===== config.mk =====
export PLATFORM = sky130hd
export DESIGN_NAME = nic_port
export DESIGN_NICKNAME = d
export VERILOG_FILES = /design/src/rtl/nic_port.sv
export SDC_FILE = /design/constraint.sdc
export NUM_CORES = 1
export LEC_CHECK = 0
export ABC_AREA = 1
export CORE_MARGIN = 2
export CORE_UTILIZATION = 48
export CTS_CLUSTER_DIAMETER = 120
export DETAILED_ROUTE_END_ITERATION = 10
export PLACE_DENSITY = 0.84
export SETUP_SLACK_MARGIN = 0.1
export SLEW_MARGIN = 20
export SYNTH_ARGS = -nofsm -noshare
export SYNTH_HDL_FRONTEND = slang
export SYNTH_SLANG_ARGS = --single-unit

===== constraint.sdc =====
create_clock -name clk -period 12.3 [get_ports clk]
set_input_delay 3.075 -clock clk [delete_from_list [all_inputs] [get_ports clk]]
set_output_delay 3.075 -clock clk [all_outputs]
set_load 0.03 [all_outputs]

===== src/rtl/nic_port.sv =====
// nic_port: processor-facing NIC responder bridging loads/stores to the ring
// router local port. One input-channel buffer (filled by the router, drained
// by addr-00 loads) and one output-channel buffer (filled by addr-10 stores,
// drained to the router), each with a full flag.
// Optional feature macro: NIC_POLARITY_CHECK_EN -- when defined, a queued
// packet is only sent while the router polarity equals its VC bit (MSB).
module nic_port #(
  parameter int DATA_WIDTH = 64
) (
  input  logic                  clk,
  input  logic                  reset,
  input  logic                  nicEn,
  input  logic                  nicEnWr,
  input  logic [1:0]            addr,
  input  logic [DATA_WIDTH-1:0] d_in,
  output logic [DATA_WIDTH-1:0] d_out,
  input  logic                  net_si,
  output logic                  net_ri,
  input  logic [DATA_WIDTH-1:0] net_di,
  output logic                  net_so,
  input  logic                  net_ro,
  output logic [DATA_WIDTH-1:0] net_do,
  input  logic                  net_polarity
);

  typedef enum logic [1:0] {
    SEL_IN_BUF   = 2'b00,
    SEL_IN_STAT  = 2'b01,
    SEL_OUT_BUF  = 2'b10,
    SEL_OUT_STAT = 2'b11
  } reg_sel_e;

  logic [DATA_WIDTH-1:0] in_buf_q, in_buf_d;
  logic [DATA_WIDTH-1:0] out_buf_q, out_buf_d;
  logic [DATA_WIDTH-1:0] d_out_q, d_out_d;
  logic [DATA_WIDTH-1:0] net_do_q, net_do_d;
  logic                  in_full_q, in_full_d;
  logic                  out_full_q, out_full_d;
  logic                  net_so_q, net_so_d;

  logic     load, store, vc_match, send;
  reg_sel_e sel;

  // Virtual-channel gate for the output channel.
`ifdef NIC_POLARITY_CHECK_EN
  always_comb vc_match = (net_polarity == out_buf_q[DATA_WIDTH-1]);
`else
  logic unused_polarity;
  assign unused_polarity = net_polarity;
  always_comb vc_match = 1'b1;
`endif

  // Next-state logic for both channels and the processor register file.
  always_comb begin
    // NOTE: every _d gets its hold value first, so no path can infer a latch.
    in_buf_d   = in_buf_q;
    in_full_d  = in_full_q;
    out_buf_d  = out_buf_q;
    out_full_d = out_full_q;
    d_out_d    = d_out_q;
    net_do_d   = net_do_q;
    net_so_d   = 1'b0;

    load  = nicEn & ~nicEnWr;
    store = nicEn & nicEnWr;
    sel   = reg_sel_e'(addr);
    send  = out_full_q & net_ro & vc_match;

    // Processor loads; an input-buffer read frees the slot if it was full.
    if (load) begin
      unique case (sel)
        SEL_IN_BUF: begin
          d_out_d = in_buf_q;
          if (in_full_q) in_full_d = 1'b0;
        end
        SEL_IN_STAT:  d_out_d = {{(DATA_WIDTH-1){1'b0}}, in_full_q};
        SEL_OUT_BUF:  d_out_d = '0;
        SEL_OUT_STAT: d_out_d = {{(DATA_WIDTH-1){1'b0}}, out_full_q};
        default:      d_out_d = d_out_q;
      endcase
    end

    // Router capture only into an empty slot; a send while full is dropped.
    // Never collides with the read-clear above (opposite in_full_q values).
    if (net_si && !in_full_q) begin
      in_buf_d  = net_di;
      in_full_d = 1'b1;
    end

    // Packet leaves; a store in the same cycle sees out_full_q=1 and is dropped.
    if (send) begin
      net_so_d   = 1'b1;
      net_do_d   = out_buf_q;
      out_full_d = 1'b0;
    end

    // Stores only land in an empty output buffer.
    if (store && sel == SEL_OUT_BUF && !out_full_q) begin
      out_buf_d  = d_in;
      out_full_d = 1'b1;
    end
  end

  // State register with asynchronous clear of every flag and buffer.
  always_ff @(posedge clk or posedge reset) begin
    if (reset) begin
      in_buf_q   <= '0;
      in_full_q  <= 1'b0;
      out_buf_q  <= '0;
      out_full_q <= 1'b0;
      d_out_q    <= '0;
      net_do_q   <= '0;
      net_so_q   <= 1'b0;
    end else begin
      // NOTE: non-blocking updates so every flop samples pre-edge values.
      in_buf_q   <= in_buf_d;
      in_full_q  <= in_full_d;
      out_buf_q  <= out_buf_d;
      out_full_q <= out_full_d;
      d_out_q    <= d_out_d;
      net_do_q   <= net_do_d;
      net_so_q   <= net_so_d;
    end
  end

  assign d_out  = d_out_q;
  assign net_ri = ~in_full_q;
  assign net_so = net_so_q;
  assign net_do = net_do_q;

endmodule


==> impl_metrics.py, run 1 <==
metrics = {
    "status": {
        "status": "finished clean",
    },
    "finish": {
        "diodes": 0,
        "area_growth_syn_to_layout_pct": 38.69,
        "final-instance-count-excl-fill": 1611,
        "drive_above_1_share": 0.04847,
        "num-fill-cells": 1541,
        "fin_nets": 1457,
    },
    "floorplan": {
        "die_area_um2": 21500,
        "die_x_um": 146.6,
        "ios": 267,
        "core-area_um2": 20100,
        "rows": 52,
        "die_y_um": 146.6,
        "start_util": 0.4858,
    },
    "critical_path": {
        "crit_chain": "inv_2 -> clkdlybuf4s50_1",
        "cpPeakStageDelay_ns": 0.78,
        "critical_path_class": "register to primary output",
        "critPathLaunchType": "register",
        "reg2reg_depth": 4,
        "worst_setup_path_end_kind": "primary output",
        "arrival_ns": 2.06,
        "crit_slowest_cell": "clkdlybuf4s50_1",
        "cp_data_required_time_ns": 9.22,
        "crit_fanout": 28,
    },
    "clock_tree": {
        "root_buffer": "clkbuf_16",
        "cts_max_level": 1,
        "cts_made_buffers": 27,
        "clockBufferDepth": 3,
        "cts_tree": "done",
        "numClockSinks": 259,
        "cts_setup_buffers": 0,
        "cts_resized": 0,
        "clk_pin_slew_worst_paths_ns": 0.06,
        "worstSkewPairLatency_ns": 0.52,
        "postCtsHoldBufs": 0,
    },
    "drt": {
        "ant_nets": 0,
        "routed_wl_mm": 23.86,
        "dr.pass1.iters": 4,
        "drc_errors": 0,
        "vias": 7856,
        "drt_iter0_drc": 420,
        "wl_per_cell_um": 14.81,
        "detail_route.vias_per_cell": 4.876,
    },
    "sta": {
        "fin_ws_ns": 7.160,
        "skew_ns": 0.01079,
        "slew_violations": 0,
        "timing.final.crit_share": 0.4179,
        "rsz0062_at_grt": "no",
        "setup-tns-final_ns": 0,
        "worst_pin_slew_ns": 1.030,
        "fmax_mhz": 194.6,
        "finalHoldViolCount": 0,
        "finalCriticalPeriod_ns": 5.140,
        "setup_viol": 0,
        "slew_headroom": 0.3130,
    },
    "run": {
        "maxCapViolCount": 0,
    },
    "yosys": {
        "synth_edf_count": 0,
        "synth_cell_types": 15,
        "synth-seq-area-share": 0.6636,
        "syn_inst": 1072,
        "syn_nets": 1209,
        "synthFlopType": "dfrtp_1",
        "async_reset_ff_frac": 1.000,
        "ys_seq_elements": 259,
        "synth_warnings": 0,
        "synth_area_um2": 9767,
        "syn_area_per_cell_um2": 9.111,
    },
    "global_route": {
        "grt_max_degree": 106,
        "track_usage": 0.2241,
        "grt_overflow_total": 0,
        "grt_pass1_wl_mm": 39.77,
        "antenna_found_initial": 1,
        "grt_pass1_vias": 7991,
    },
    "power_and_ir_drop": {
        "p_clk_frac": 0.298,
        "switching_share": 0.3226,
        "powerDensity_nw_per_um2": 213.1,
        "pwr-share-seq": 0.421,
        "p_int_mw": 1.955,
        "peakVddDrop_v": 0.0001592,
        "net-switching-power_mw": 0.9309,
        "power_leakage_nw": 6.887,
        "comb_power_share": 0.280,
    },
    "hold_path": {
        "min_path_type": "register to register",
        "hold_depth": 2,
    },
    "placement": {
        "hpwl_mm": 14.64,
        "place.gp.congestion": 0.7972,
        "pre_cts_ws_ns": 7.064,
        "port_buffers": 265,
        "placedCellCount": 1560,
    },
}
-- logic make-up after synthesis --
group	Yosys count	share of synthesized area
flops	259	0.6636
buf+inv	105	0.04855
simple gates	628	0.2469
compound gates	80	0.04099
-- power groups by stage --
stage / logic (mW) / clock network [mW] / registers, mW
floorplan: 0.278 / 0 / 1.41
global placement: 0.789 / 0 / 1.22
detailed placement: 0.811 / 0 / 1.23
CTS: 0.818 / 0.884 / 1.22
global route: 0.886 / 0.917 / 1.24
finish: 0.809 / 0.861 / 1.22
-- routing by layer --
metal | vias up | global-route usage | routed length [um]
met3 | 37 | 0.06844 | 2251
li1 | 3767 | - | -
met5 | - | 0 | 13
met2 | 261 | 0.3683 | 11490
met4 | 2 | 0.05097 | 421
met1 | 3789 | 0.2960 | 9685
-- critical path, delay by kind of cell, from the launching register on --
kind,cells,cell delay (ns)
buf+inv,2,1.17
flops,1,0.38
-- cell usage after synthesis (2+ instances only) --
library cell  instances  area share
nand2_1             551        0.21
dfrtp_1             259        0.66
inv_1                46       0.018
nor2_1               45       0.017
a21oi_1              39       0.020
buf_2                34       0.017
o21ai_0              30       0.015
nand3_1              29       0.015
clkbuf_1             11      0.0042
o21ai_1              11      0.0056
buf_1                 6      0.0023
buf_6                 5      0.0058
inv_2                 3      0.0012
nor2_4                2      0.0023
-- layout by cell type (no fill, tap or decap) --
cell type	instances
buf_4	9
clkbuf_8	8
clkdlybuf4s50_1	265
dfrtp_1	259
inv_8	1
nand2_4	1
a21oi_1	39
buf_16	1
inv_6	1
inv_2	4
nor2_1	45
clkbuf_16	27
nand3_1	28
o21ai_1	11
clkinv_2	3
clkinv_4	1
inv_1	44
nand2_1	549
bufinv_16	4
nand3_2	1
nand2_2	2
nor2_4	2
clkbuf_1	6
o21ai_0	30
-- registers in the layout, indices dropped and copies added (netlist names) --
name,count
d_out,64
in_buf_q,64
in_full_q,1
net_do,64
net_so,1
out_buf_q,64
out_full_q,1
-- metrics by stage --
step                      area (um2)  hold WS, ns    util  power (mW)
after floorplan                 9767       0.4422       -       1.688
after global placement         12560       0.4468  0.6246       2.005
after detailed placement       12560       0.4536  0.6246       2.036
after CTS                      13520       0.4624  0.6724       2.919
after global routing           13550       0.4833  0.6738       3.047
final                          13550       0.4623  0.6738       2.886
-- final timing paths --
check	slack (ns)	from	to
hold / removal	0.46	out_buf_q[7]	net_do[7]
hold reg to reg	0.46	out_buf_q[7]	net_do[7]
setup / recovery	7.16	in_full_q	net_ri
max in group asynchronous	7.78	reset	net_do[62]
setup reg to reg	10.22	in_full_q	in_buf_q[19]
min in group asynchronous	3.11	reset	d_out[6]
-- cell type report --
class                           count  area, um2  area share
Timing Repair Buffer              275       2748      0.2028
Sequential cell                   259       6481      0.4785
Inverter                           49      191.4     0.01413
Tap cell                          270      337.8     0.02494
Multi-Input combinational cell    708       2826      0.2087
Clock inverter                      9      152.6     0.01127
Clock buffer                       41      808.3     0.05967
Power figures use the tool's default switching activity.
==> run 2: changes to the inputs <==
==> constraint.sdc (replaced) <==
create_clock -name clk -period 5.2 [get_ports clk]
set_input_delay 1.3 -clock clk [delete_from_list [all_inputs] [get_ports clk]]
set_output_delay 1.3 -clock clk [all_outputs]
set_load 0.03 [all_outputs]
==> impl_metrics.py, run 2 (synthesis results as in run 1) <==
metrics = {
    "power_and_ir_drop": {
        "net-switching-power_mw": 2.211,
        "comb_power_share": 0.278,
        "p_int_mw": 4.656,
        "switching_share": 0.3220,
        "power_leakage_nw": 6.897,
        "p_clk_frac": 0.302,
        "powerDensity_nw_per_um2": 505.9,
        "pwr-share-seq": 0.419,
        "peakVddDrop_v": 0.0004397,
        "report.power.total_mw": 6.868,
    },
    "critical_path": {
        "crit_fanout": 28,
        "critical_path_cell_count": 2,
        "crit_slowest_cell": "clkdlybuf4s50_1",
        "critical_path_class": "register to primary output",
        "crit_chain": "inv_2 -> clkdlybuf4s50_1",
        "arrival_ns": 2.09,
        "critPathLaunchType": "register",
        "worst_setup_path_end_kind": "primary output",
        "cpPeakStageDelay_ns": 0.78,
        "reg2reg_depth": 5,
        "crit_buf_inv": 2,
        "cp_data_required_time_ns": 3.90,
        "cp_top_family": "buffers and inverters",
    },
    "drt": {
        "routed_wl_mm": 24.17,
        "ant_nets": 0,
        "dr.pass1.iters": 5,
        "detail_route.vias_per_cell": 4.927,
        "vias": 7938,
        "drc_errors": 0,
        "drt_iter0_drc": 418,
        "wl_per_cell_um": 15.00,
    },
    "sta": {
        "fin_ws_ns": 1.814,
        "fmax_mhz": 295.4,
        "worst_pin_slew_ns": 1.059,
        "finalHoldViolCount": 0,
        "skew_ns": 0.009418,
        "setup-tns-final_ns": 0,
        "finalCriticalPeriod_ns": 3.386,
        "setup_viol": 0,
        "slew_headroom": 0.2942,
        "timing.final.crit_share": 0.6511,
        "rsz0062_at_grt": "no",
        "slew_violations": 0,
    },
    "finish": {
        "fin_nets": 1457,
        "area_growth_syn_to_layout_pct": 38.98,
        "drive_above_1_share": 0.05075,
        "num-fill-cells": 1508,
        "final_common_cell": "nand2_1",
        "mostFrequentLayoutCells": "nand2_1 (549), clkdlybuf4s50_1 (265), dfrtp_1 (259), nor2_1 (45), inv_1 (44)",
    },
    "floorplan": {
        "die_area_um2": 21500,
        "rows": 52,
        "ios": 267,
        "core-area_um2": 20100,
        "start_util": 0.4858,
        "die_y_um": 146.6,
        "die_x_um": 146.6,
    },
    "clock_tree": {
        "postCtsHoldBufs": 0,
        "clockBufferDepth": 3,
        "clk_pin_slew_worst_paths_ns": 0.06,
        "cts_max_level": 1,
        "cts_resized": 0,
        "numClockSinks": 259,
        "root_buffer": "clkbuf_16",
        "worstSkewPairLatency_ns": 0.52,
        "cts_tree": "done",
        "cts_setup_buffers": 0,
        "cts_made_buffers": 28,
    },
    "placement": {
        "pre_cts_ws_ns": 1.517,
        "port_buffers": 265,
        "place.gp.congestion": 0.7753,
        "hpwl_mm": 15.28,
    },
    "status": {
        "status": "finished clean",
    },
    "hold_path": {
        "hold_depth": 2,
        "min_path_type": "register to register",
    },
    "global_route": {
        "grt_overflow_total": 0,
        "grt_max_degree": 134,
        "grt_pass1_wl_mm": 39.88,
        "antenna_found_initial": 2,
        "grt_pass1_vias": 7925,
        "track_usage": 0.2251,
    },
    "run": {
        "maxCapViolCount": 0,
    },
}
-- run 2: metal layers --
layer	wire [um]	GRT usage
met4	377	0.04854
met5	13	0
met3	2543	0.07781
met1	9654	0.2860
met2	11580	0.3768
-- run 2: final timing paths --
kind / startpoint / endpoint / slack [ns]
min in group asynchronous: reset / net_do[4] / 1.33
max: in_full_q / net_ri / 1.81
max in group asynchronous: reset / d_out[62] / 3.28
min reg2reg: in_buf_q[61] / d_out[61] / 0.46
min: in_buf_q[61] / d_out[61] / 0.46
max reg2reg: out_full_q / out_buf_q[7] / 3.02
-- run 2: stage by stage --
stage	hold WS, ns	utilization	std cells	cell area (um2)
after CTS	0.4654	0.6751	1610	13570
after detailed placement	0.4529	0.6257	1560	12580
after global placement	0.4468	0.6257	1560	12580
after floorplan	0.4422	-	1072	9771
final	0.4644	0.6752	1611	13570
after global routing	0.4880	0.6751	1610	13570
-- run 2: power by group through the flow --
stage / clock [mW] / sequential, mW / combinational, mW
after floorplan: 0 / 3.34 / 0.658
after global placement: 0 / 2.88 / 1.86
after detailed placement: 0 / 2.90 / 1.92
after CTS: 2.11 / 2.88 / 1.93
after global routing: 2.20 / 2.95 / 2.09
final: 2.08 / 2.88 / 1.91
-- run 2: worst reg2reg max path: cells and delay by family, from the launching register on --
| kind | cells | cell delay [ns] |
|---|---|---|
| flops | 1 | 0.40 |
| simple gates | 4 | 1.12 |
| buf+inv | 1 | 0.56 |
-- run 2: final cells by class --
class | instances | area (um2) | area share
repair buffers | 274 | 2745 | 0.2022
diodes | 1 | 2.502 | 0.0001843
well taps | 270 | 337.8 | 0.02489
clock inverters | 9 | 122.6 | 0.009033
inverters | 49 | 187.7 | 0.01383
clock buffers | 41 | 870.8 | 0.06415
multi-input cells | 708 | 2826 | 0.2082
flip-flops and latches | 259 | 6481 | 0.4775
